$ cat src/rtl/load_store_unit_pkg.sv
// Shared definitions for the load/store unit: op codes, FSM state encoding
// and small op-classification helpers used by the FSM and the lane logic.
package lsu_pkg;

    // Operation codes as presented on req_op.
    localparam logic [3:0] OP_LB  = 4'b0000;
    localparam logic [3:0] OP_LH  = 4'b0001;
    localparam logic [3:0] OP_LW  = 4'b0011;
    localparam logic [3:0] OP_LBU = 4'b0100;
    localparam logic [3:0] OP_LHU = 4'b0101;
    localparam logic [3:0] OP_SB  = 4'b1000;
    localparam logic [3:0] OP_SH  = 4'b1001;
    localparam logic [3:0] OP_SW  = 4'b1011;

    typedef enum logic [1:0] {
        ST_IDLE  = 2'd0,
        ST_READ  = 2'd1,
        ST_WRITE = 2'd2,
        ST_RESP  = 2'd3
    } lsu_state_e;

    // True only for the eight defined op codes.
    function automatic logic is_legal(input logic [3:0] op);
        logic ok;
        case (op)
            OP_LB, OP_LH, OP_LW, OP_LBU, OP_LHU,
            OP_SB, OP_SH, OP_SW: ok = 1'b1;
            default:             ok = 1'b0;
        endcase
        return ok;
    endfunction

    function automatic logic is_store(input logic [3:0] op);
        return op[3];
    endfunction

    function automatic logic is_byte(input logic [3:0] op);
        return (op[1:0] == 2'b00);
    endfunction

    function automatic logic is_half(input logic [3:0] op);
        return (op[1:0] == 2'b01);
    endfunction

    function automatic logic is_word(input logic [3:0] op);
        return (op[1:0] == 2'b11);
    endfunction

    // LBU/LHU carry bit 2; no store uses it.
    function automatic logic is_unsigned(input logic [3:0] op);
        return op[2];
    endfunction

endpackage

$ cat src/rtl/load_store_unit_if.sv
// Bundle of the execute-side request/response channel and the data-memory
// port of the load/store unit.
//
// Handshake: a request transfers on a rising clock edge where req_valid and
// req_ready are both high. req_ready is high only while the unit is idle, and
// the req_* fields are ignored at every other time. Each transferred request
// produces exactly one resp_valid pulse (one cycle) carrying resp_rdata and
// resp_fault, unless reset intervenes. There is no backpressure on responses.
interface load_store_unit_if #(
    parameter int ADDR_W = 5,
    parameter int DATA_W = 32
);
    logic              req_valid;
    logic              req_ready;
    logic [3:0]        req_op;
    logic [ADDR_W-1:0] req_addr;
    logic [DATA_W-1:0] req_wdata;

    logic              resp_valid;
    logic [DATA_W-1:0] resp_rdata;
    logic              resp_fault;

    logic [ADDR_W-1:0] mem_address;
    logic              mem_read;
    logic              mem_write;
    logic [DATA_W-1:0] mem_write_data;
    logic [DATA_W-1:0] mem_read_data;

    // Execute stage plus data memory (the environment around the unit).
    modport master (
        output req_valid, req_op, req_addr, req_wdata,
        input  req_ready,
        input  resp_valid, resp_rdata, resp_fault,
        input  mem_address, mem_read, mem_write, mem_write_data,
        output mem_read_data
    );

    // The load/store unit itself.
    modport slave (
        input  req_valid, req_op, req_addr, req_wdata,
        output req_ready,
        output resp_valid, resp_rdata, resp_fault,
        output mem_address, mem_read, mem_write, mem_write_data,
        input  mem_read_data
    );
endinterface

$ cat src/rtl/load_store_unit_align.sv
// Purely combinational lane logic: load extraction with sign/zero extension,
// sub-word merge into a read word for stores, and the alignment/legality check.
module lsu_align
    import lsu_pkg::*;
(
    input  logic [3:0]  op_i,
    input  logic [1:0]  lane_i,
    input  logic [31:0] rd_word_i,
    input  logic [31:0] st_data_i,
    output logic [31:0] ld_data_o,
    output logic [31:0] st_word_o,
    output logic        fault_o
);

    logic [7:0]  ld_byte;
    logic [15:0] ld_half;

    // Pick the addressed lane out of the little-endian word and extend it.
    always_comb begin
        ld_byte = rd_word_i[{lane_i, 3'b000} +: 8];
        ld_half = lane_i[1] ? rd_word_i[31:16] : rd_word_i[15:0];
        if (is_byte(op_i)) begin
            ld_data_o = is_unsigned(op_i) ? {24'b0, ld_byte} : {{24{ld_byte[7]}}, ld_byte};
        end else if (is_half(op_i)) begin
            ld_data_o = is_unsigned(op_i) ? {16'b0, ld_half} : {{16{ld_half[15]}}, ld_half};
        end else begin
            ld_data_o = rd_word_i;
        end
    end

    // Replace only the target lane; every other byte keeps its read value.
    always_comb begin
        st_word_o = rd_word_i;
        if (is_byte(op_i)) begin
            st_word_o[{lane_i, 3'b000} +: 8] = st_data_i[7:0];
        end else if (is_half(op_i)) begin
            st_word_o[{lane_i[1], 4'b0000} +: 16] = st_data_i[15:0];
        end else begin
            st_word_o = st_data_i;
        end
    end

    // Illegal codes and accesses not aligned to their own size fault.
    always_comb begin
        fault_o = !is_legal(op_i)
                || (is_half(op_i) && lane_i[0])
                || (is_word(op_i) && (lane_i != 2'b00));
    end

endmodule

$ cat src/rtl/load_store_unit.sv
// Load/store unit between the execute stage and a word-only data memory.
// One request in flight at a time; sub-word stores use read-modify-write.
// Memory-side outputs decode from registered state only, so they are stable
// across the memory's negedge read and its posedge write.
module load_store_unit
    import lsu_pkg::*;
#(
    parameter int ADDR_W = 5,
    parameter int DATA_W = 32   // only 32 is supported
) (
    input  logic                clock,
    input  logic                reset,
    load_store_unit_if.slave    bus,
    output lsu_state_e          dbg_state_o
);

    lsu_state_e        state_q, state_d;
    logic [3:0]        op_q, op_d;
    logic [ADDR_W-1:0] addr_q, addr_d;
    logic [DATA_W-1:0] word_q, word_d;    // store data, then merged write word
    logic [DATA_W-1:0] rdata_q, rdata_d;  // extended load result
    logic              fault_q, fault_d;

    logic [3:0]        al_op;
    logic [1:0]        al_lane;
    logic [31:0]       al_ld_data;
    logic [31:0]       al_st_word;
    logic              al_fault;

    // While idle the checker looks at the incoming request; afterwards the
    // lane logic works on the latched copy only.
    always_comb begin
        if (state_q == ST_IDLE) begin
            al_op   = bus.req_op;
            al_lane = bus.req_addr[1:0];
        end else begin
            al_op   = op_q;
            al_lane = addr_q[1:0];
        end
    end

    lsu_align u_align (
        .op_i      (al_op),
        .lane_i    (al_lane),
        .rd_word_i (bus.mem_read_data),
        .st_data_i (word_q),
        .ld_data_o (al_ld_data),
        .st_word_o (al_st_word),
        .fault_o   (al_fault)
    );

    // State and latched-request registers; reset aborts any access at once.
    always_ff @(posedge clock or posedge reset) begin
        if (reset) begin
            state_q <= ST_IDLE;
            op_q    <= '0;
            addr_q  <= '0;
            word_q  <= '0;
            rdata_q <= '0;
            fault_q <= 1'b0;
        end else begin
            state_q <= state_d;
            op_q    <= op_d;
            addr_q  <= addr_d;
            word_q  <= word_d;
            rdata_q <= rdata_d;
            fault_q <= fault_d;
        end
    end

    // Next-state and register updates for the IDLE/READ/WRITE/RESP sequence.
    always_comb begin
        state_d = state_q;
        op_d    = op_q;
        addr_d  = addr_q;
        word_d  = word_q;
        rdata_d = rdata_q;
        fault_d = fault_q;
        case (state_q)
            ST_IDLE: begin
                if (bus.req_valid) begin
                    op_d    = bus.req_op;
                    addr_d  = bus.req_addr;
                    word_d  = bus.req_wdata;
                    rdata_d = '0;
                    fault_d = al_fault;
                    if (al_fault) begin
                        state_d = ST_RESP;
                    end else if (is_store(bus.req_op) && is_word(bus.req_op)) begin
                        state_d = ST_WRITE;
                    end else begin
                        state_d = ST_READ;
                    end
                end
            end
            ST_READ: begin
                if (is_store(op_q)) begin
                    word_d  = al_st_word;
                    state_d = ST_WRITE;
                end else begin
                    rdata_d = al_ld_data;
                    state_d = ST_RESP;
                end
            end
            ST_WRITE: begin
                state_d = ST_RESP;
            end
            ST_RESP: begin
                state_d = ST_IDLE;
            end
            default: begin
                state_d = ST_IDLE;
            end
        endcase
    end

    // Output decode from registered state only.
    always_comb begin
        bus.req_ready      = (state_q == ST_IDLE);
        bus.resp_valid     = (state_q == ST_RESP);
        bus.resp_rdata     = (state_q == ST_RESP) ? rdata_q : '0;
        bus.resp_fault     = (state_q == ST_RESP) && fault_q;
        bus.mem_address    = {addr_q[ADDR_W-1:2], 2'b00};
        bus.mem_read       = (state_q == ST_READ);
        bus.mem_write      = (state_q == ST_WRITE);
        bus.mem_write_data = (state_q == ST_WRITE) ? word_q : '0;
        dbg_state_o        = state_q;
    end

endmodule

$ cat src/flat_wrapper.sv
// flat-port wrapper written by rule: the top's interface ports become plain ports
module load_store_unit_flat import lsu_pkg::*;
#(
    parameter int ADDR_W = 5,
    parameter int DATA_W = 32                          
)
  (clock, reset, dbg_state_o, bus_req_valid, bus_req_op, bus_req_addr, bus_req_wdata, bus_req_ready, bus_resp_valid, bus_resp_rdata, bus_resp_fault, bus_mem_address, bus_mem_read, bus_mem_write, bus_mem_write_data, bus_mem_read_data);
  load_store_unit_if #(.ADDR_W(ADDR_W), .DATA_W(DATA_W)) bus_i ();
  input  logic clock;
  input  logic reset;
  output lsu_state_e dbg_state_o;
  input wire logic [$bits(bus_i.req_valid)-1:0] bus_req_valid;
  input wire logic [$bits(bus_i.req_op)-1:0] bus_req_op;
  input wire logic [$bits(bus_i.req_addr)-1:0] bus_req_addr;
  input wire logic [$bits(bus_i.req_wdata)-1:0] bus_req_wdata;
  output wire logic [$bits(bus_i.req_ready)-1:0] bus_req_ready;
  output wire logic [$bits(bus_i.resp_valid)-1:0] bus_resp_valid;
  output wire logic [$bits(bus_i.resp_rdata)-1:0] bus_resp_rdata;
  output wire logic [$bits(bus_i.resp_fault)-1:0] bus_resp_fault;
  output wire logic [$bits(bus_i.mem_address)-1:0] bus_mem_address;
  output wire logic [$bits(bus_i.mem_read)-1:0] bus_mem_read;
  output wire logic [$bits(bus_i.mem_write)-1:0] bus_mem_write;
  output wire logic [$bits(bus_i.mem_write_data)-1:0] bus_mem_write_data;
  input wire logic [$bits(bus_i.mem_read_data)-1:0] bus_mem_read_data;
  assign bus_i.req_valid = bus_req_valid;
  assign bus_i.req_op = bus_req_op;
  assign bus_i.req_addr = bus_req_addr;
  assign bus_i.req_wdata = bus_req_wdata;
  assign bus_req_ready = bus_i.req_ready;
  assign bus_resp_valid = bus_i.resp_valid;
  assign bus_resp_rdata = bus_i.resp_rdata;
  assign bus_resp_fault = bus_i.resp_fault;
  assign bus_mem_address = bus_i.mem_address;
  assign bus_mem_read = bus_i.mem_read;
  assign bus_mem_write = bus_i.mem_write;
  assign bus_mem_write_data = bus_i.mem_write_data;
  assign bus_i.mem_read_data = bus_mem_read_data;
  load_store_unit #(.ADDR_W(ADDR_W), .DATA_W(DATA_W)) u_core (.clock(clock), .reset(reset), .bus(bus_i), .dbg_state_o(dbg_state_o));
endmodule
$ cat config.mk
export PLATFORM = sky130hd
export DESIGN_NAME = load_store_unit_flat
export DESIGN_NICKNAME = d
export VERILOG_FILES = /design/src/rtl/load_store_unit_pkg.sv /design/src/rtl/load_store_unit_if.sv /design/src/rtl/load_store_unit_align.sv /design/src/rtl/load_store_unit.sv /design/src/flat_wrapper.sv
export SDC_FILE = /design/constraint.sdc
export NUM_CORES = 1
export LEC_CHECK = 0
export CAP_MARGIN = 15
export CORE_MARGIN = 1
export CORE_UTILIZATION = 43
export CTS_CLUSTER_SIZE = 40
export DETAILED_ROUTE_END_ITERATION = 6
export PLACE_DENSITY = 0.77
export SLEW_MARGIN = 20
export SYNTH_ARGS = -nofsm -noshare
export SYNTH_HDL_FRONTEND = slang
export SYNTH_SLANG_ARGS = --single-unit
export TNS_END_PERCENT = 20
$ cat constraint.sdc
create_clock -name clock -period 3 [get_ports clock]
set_input_delay 0.45 -clock clock [delete_from_list [all_inputs] [get_ports clock]]
set_output_delay 0.45 -clock clock [all_outputs]
set_load 0.005 [all_outputs]
==> flow_metrics.tcl <==
set metrics [dict create \
    htree_levels 3 \
    r2r_cells 7 \
    start_util 0.4426 \
    final_nets 783 \
    core_sq_mm 0.01142 \
    setup_viol 0 \
    reg2reg_to "u_core.word_q[1]$_DFFE_PP0P_" \
    async_flop_share 1.000 \
    num_vias 5020 \
    ir_worst_vdd_uv 471.2 \
    tightest_slew_ps 885.2 \
    synth_commonest_cells "dfrtp_1, and2_1, nand2_1" \
    timing.fmax_mhz 347.4 \
    portBuffers 149 \
    p_leak_nw 2.953 \
    via_per_inst 5.934 \
    crit_required_ps 3220 \
    seq_area_frac_synth 0.3763 \
    synth_edf_count 0 \
    clock_latency_ps 340 \
    hold_viol 0 \
    slew_headroom 0.4090 \
    finalWeightedCongestion 0.9053 \
    ys.flop_type "dfrtp_1" \
    drv_slew 0 \
    synth_area_sq_mm 0.005054 \
    min_from "u_core.rdata_q[15]$_DFFE_PP0P_" \
    outcome "complete, but fails checks" \
    path_class "register to register" \
    dr.pass1.iters 7 \
    path_clk_slew_ps 60 \
    routedWlPerCell_um 19.50 \
    grt_usage 0.2774 \
    crit_fanout 28 \
    maxCapViolCount 0 \
    hold_end "u_core.rdata_q[15]$_DFFE_PP0P_" \
    fin_ws_ps 121.4 \
    avgSynthCellArea_sq_um 9.106 \
    ys_top_cells_by_area "dfrtp_1, and2_1, mux2i_1, nand2_1, o2bb2ai_1" \
    post-synth-top-area-cell "dfrtp_1" \
    cts_hold_buf 0 \
    arrival_ps 3100 \
    syn_inst 555 \
    fin_util 0.6209 \
    cts_buffers 9 \
    end_kind "register" \
    num_antenna_cells 0 \
    overflow 0 \
    yosysMostFrequentCell "dfrtp_1" \
    synth_cell_types 44 \
    fin_crit_sh 0.9595 \
    violations "design-rule violations" \
    finalClockSkew_ps 6.958 \
    routed_wl_um 16490 \
    cts_tree "built" \
    drt_iter0_markers 438 \
    yosys_warnings 0 \
    fillers 1002 \
    synth-seq-cells 76 \
    pre_cts_slack_ps 96.00 \
    holdPathStages 2 \
    cts_sinks 76 \
    antenna_found_initial 0 \
    dieWidth_um 110.4 \
    clk_path_buf_depth 2 \
    hp-class "register to register" \
    r2r-start "u_core.dbg_state_o[1]$_DFFE_PP0P_" \
    min_period_ps 2879 \
    grt_pass1_wl_um 26570 \
    grt_max_degree 42 \
    power_density_mw_per_mm2 1037 \
    reg2reg_setup_slack_ps 120 \
    rows 39 \
    drtAntennaViolNets 0 \
    dpl.hpwl_um 12400 \
    clockRootBuffer "clkbuf_16" \
    area_growth_pct 40.28 \
    pin_count 152 \
    first_global_vias 4996 \
    holdWs_ps 472.0 \
    synth.top_cell.area_share 0.3763 \
    route.detailed.drc 3 \
    layout-drive-gt1-share 0.1067 \
    worstSetupStartpointType "register" \
    rsz0062_at_grt "yes" \
    dieArea_sq_mm 0.01219 \
    fp.dieH_um 110.4 \
]
power by group:
group          internal [mW]  switching, mW
sequential              1.48          0.394
clock                  0.819          0.468
combinational           2.06           2.13
cells by family after synthesis:
family	share of synthesized area
compound gates	0.2255
simple gates	0.2075
mux	0.1211
flops	0.3763
buf+inv	0.04655
fa+ha+maj	0.02228
other cells	0.0007420
worst max path at each step:
stage	from	endpoint
after global placement	u_core.dbg_state_o[1]$_DFFE_PP0P_	u_core.word_q[22]$_DFFE_PP0P_
after detailed placement	u_core.dbg_state_o[1]$_DFFE_PP0P_	u_core.word_q[22]$_DFFE_PP0P_
after floorplan	u_core.dbg_state_o[1]$_DFFE_PP0P_	u_core.word_q[10]$_DFFE_PP0P_
final	u_core.dbg_state_o[1]$_DFFE_PP0P_	u_core.word_q[1]$_DFFE_PP0P_
after global routing	u_core.dbg_state_o[1]$_DFFE_PP0P_	u_core.word_q[1]$_DFFE_PP0P_
after CTS	u_core.dbg_state_o[1]$_DFFE_PP0P_	u_core.word_q[22]$_DFFE_PP0P_
per-stage QoR:
stage / area (sq um) / power [mW] / cells / setup TNS [ps]
2_1_floorplan: 5057 / 4.455 / 556 / 0
3_3_place_gp: 6730 / 5.885 / 830 / 0
3_5_place_dp: 6730 / 6.018 / 830 / 0
4_1_cts: 7079 / 7.314 / 846 / 0
5_1_grt: 7089 / 7.845 / 846 / -162.1
6_report: 7089 / 7.355 / 846 / 0
routing by layer:
metal,track usage,vias up,wire length (um)
li1,-,2285,-
met1,0.3552,2444,6606
met2,0.4617,250,8053
met3,0.05763,41,1418
met4,0.1013,0,415
met5,0,-,0
placed cells by master, fill, tap and decap left out, types with 20 or more instances in the layout:
cell type	synthesis	layout
o2bb2ai_1	22	22
nor2_1	29	27
a21oi_1	25	25
buf_4	6	24
nor2b_1	20	20
mux2i_1	24	24
o21ai_0	34	34
clkdlybuf4s50_1	0	149
nand2_1	64	64
dfrtp_1	76	76
and2_1	68	68
area by class of cell:
type,count,area [sq um],share of cell area
Sequential cell,76,1902,0.2683
Inverter,10,37.54,0.005295
Clock inverter,7,123.9,0.01747
Multi-Input combinational cell,427,2930,0.4133
Tap cell,143,178.9,0.02524
Timing Repair Buffer,174,1692,0.2386
Clock buffer,9,225.2,0.03177
critical path, stage by stage (launching register included):
cell      delay, ps
dfrtp_1         410
inv_1           120
ha_1            300
buf_4           320
or3b_2          490
and2_1          260
o221ai_2        440
mux2_2          400
registers in the layout, indices dropped and copies added, names as in the netlist:
signal,flops
u_core.dbg_state_o,2
u_core.word_q,32
u_core.fault_q,1
u_core.addr_q,5
u_core.rdata_q,32
u_core.op_q,4
what timing repair did:
action / 4_1_cts / 5_1_grt
gates resized for setup: 0 / 3
buffers inserted: 0 / 0
endpoints found under the setup margin: 0 / 26
(Power assumes the default switching activity.)
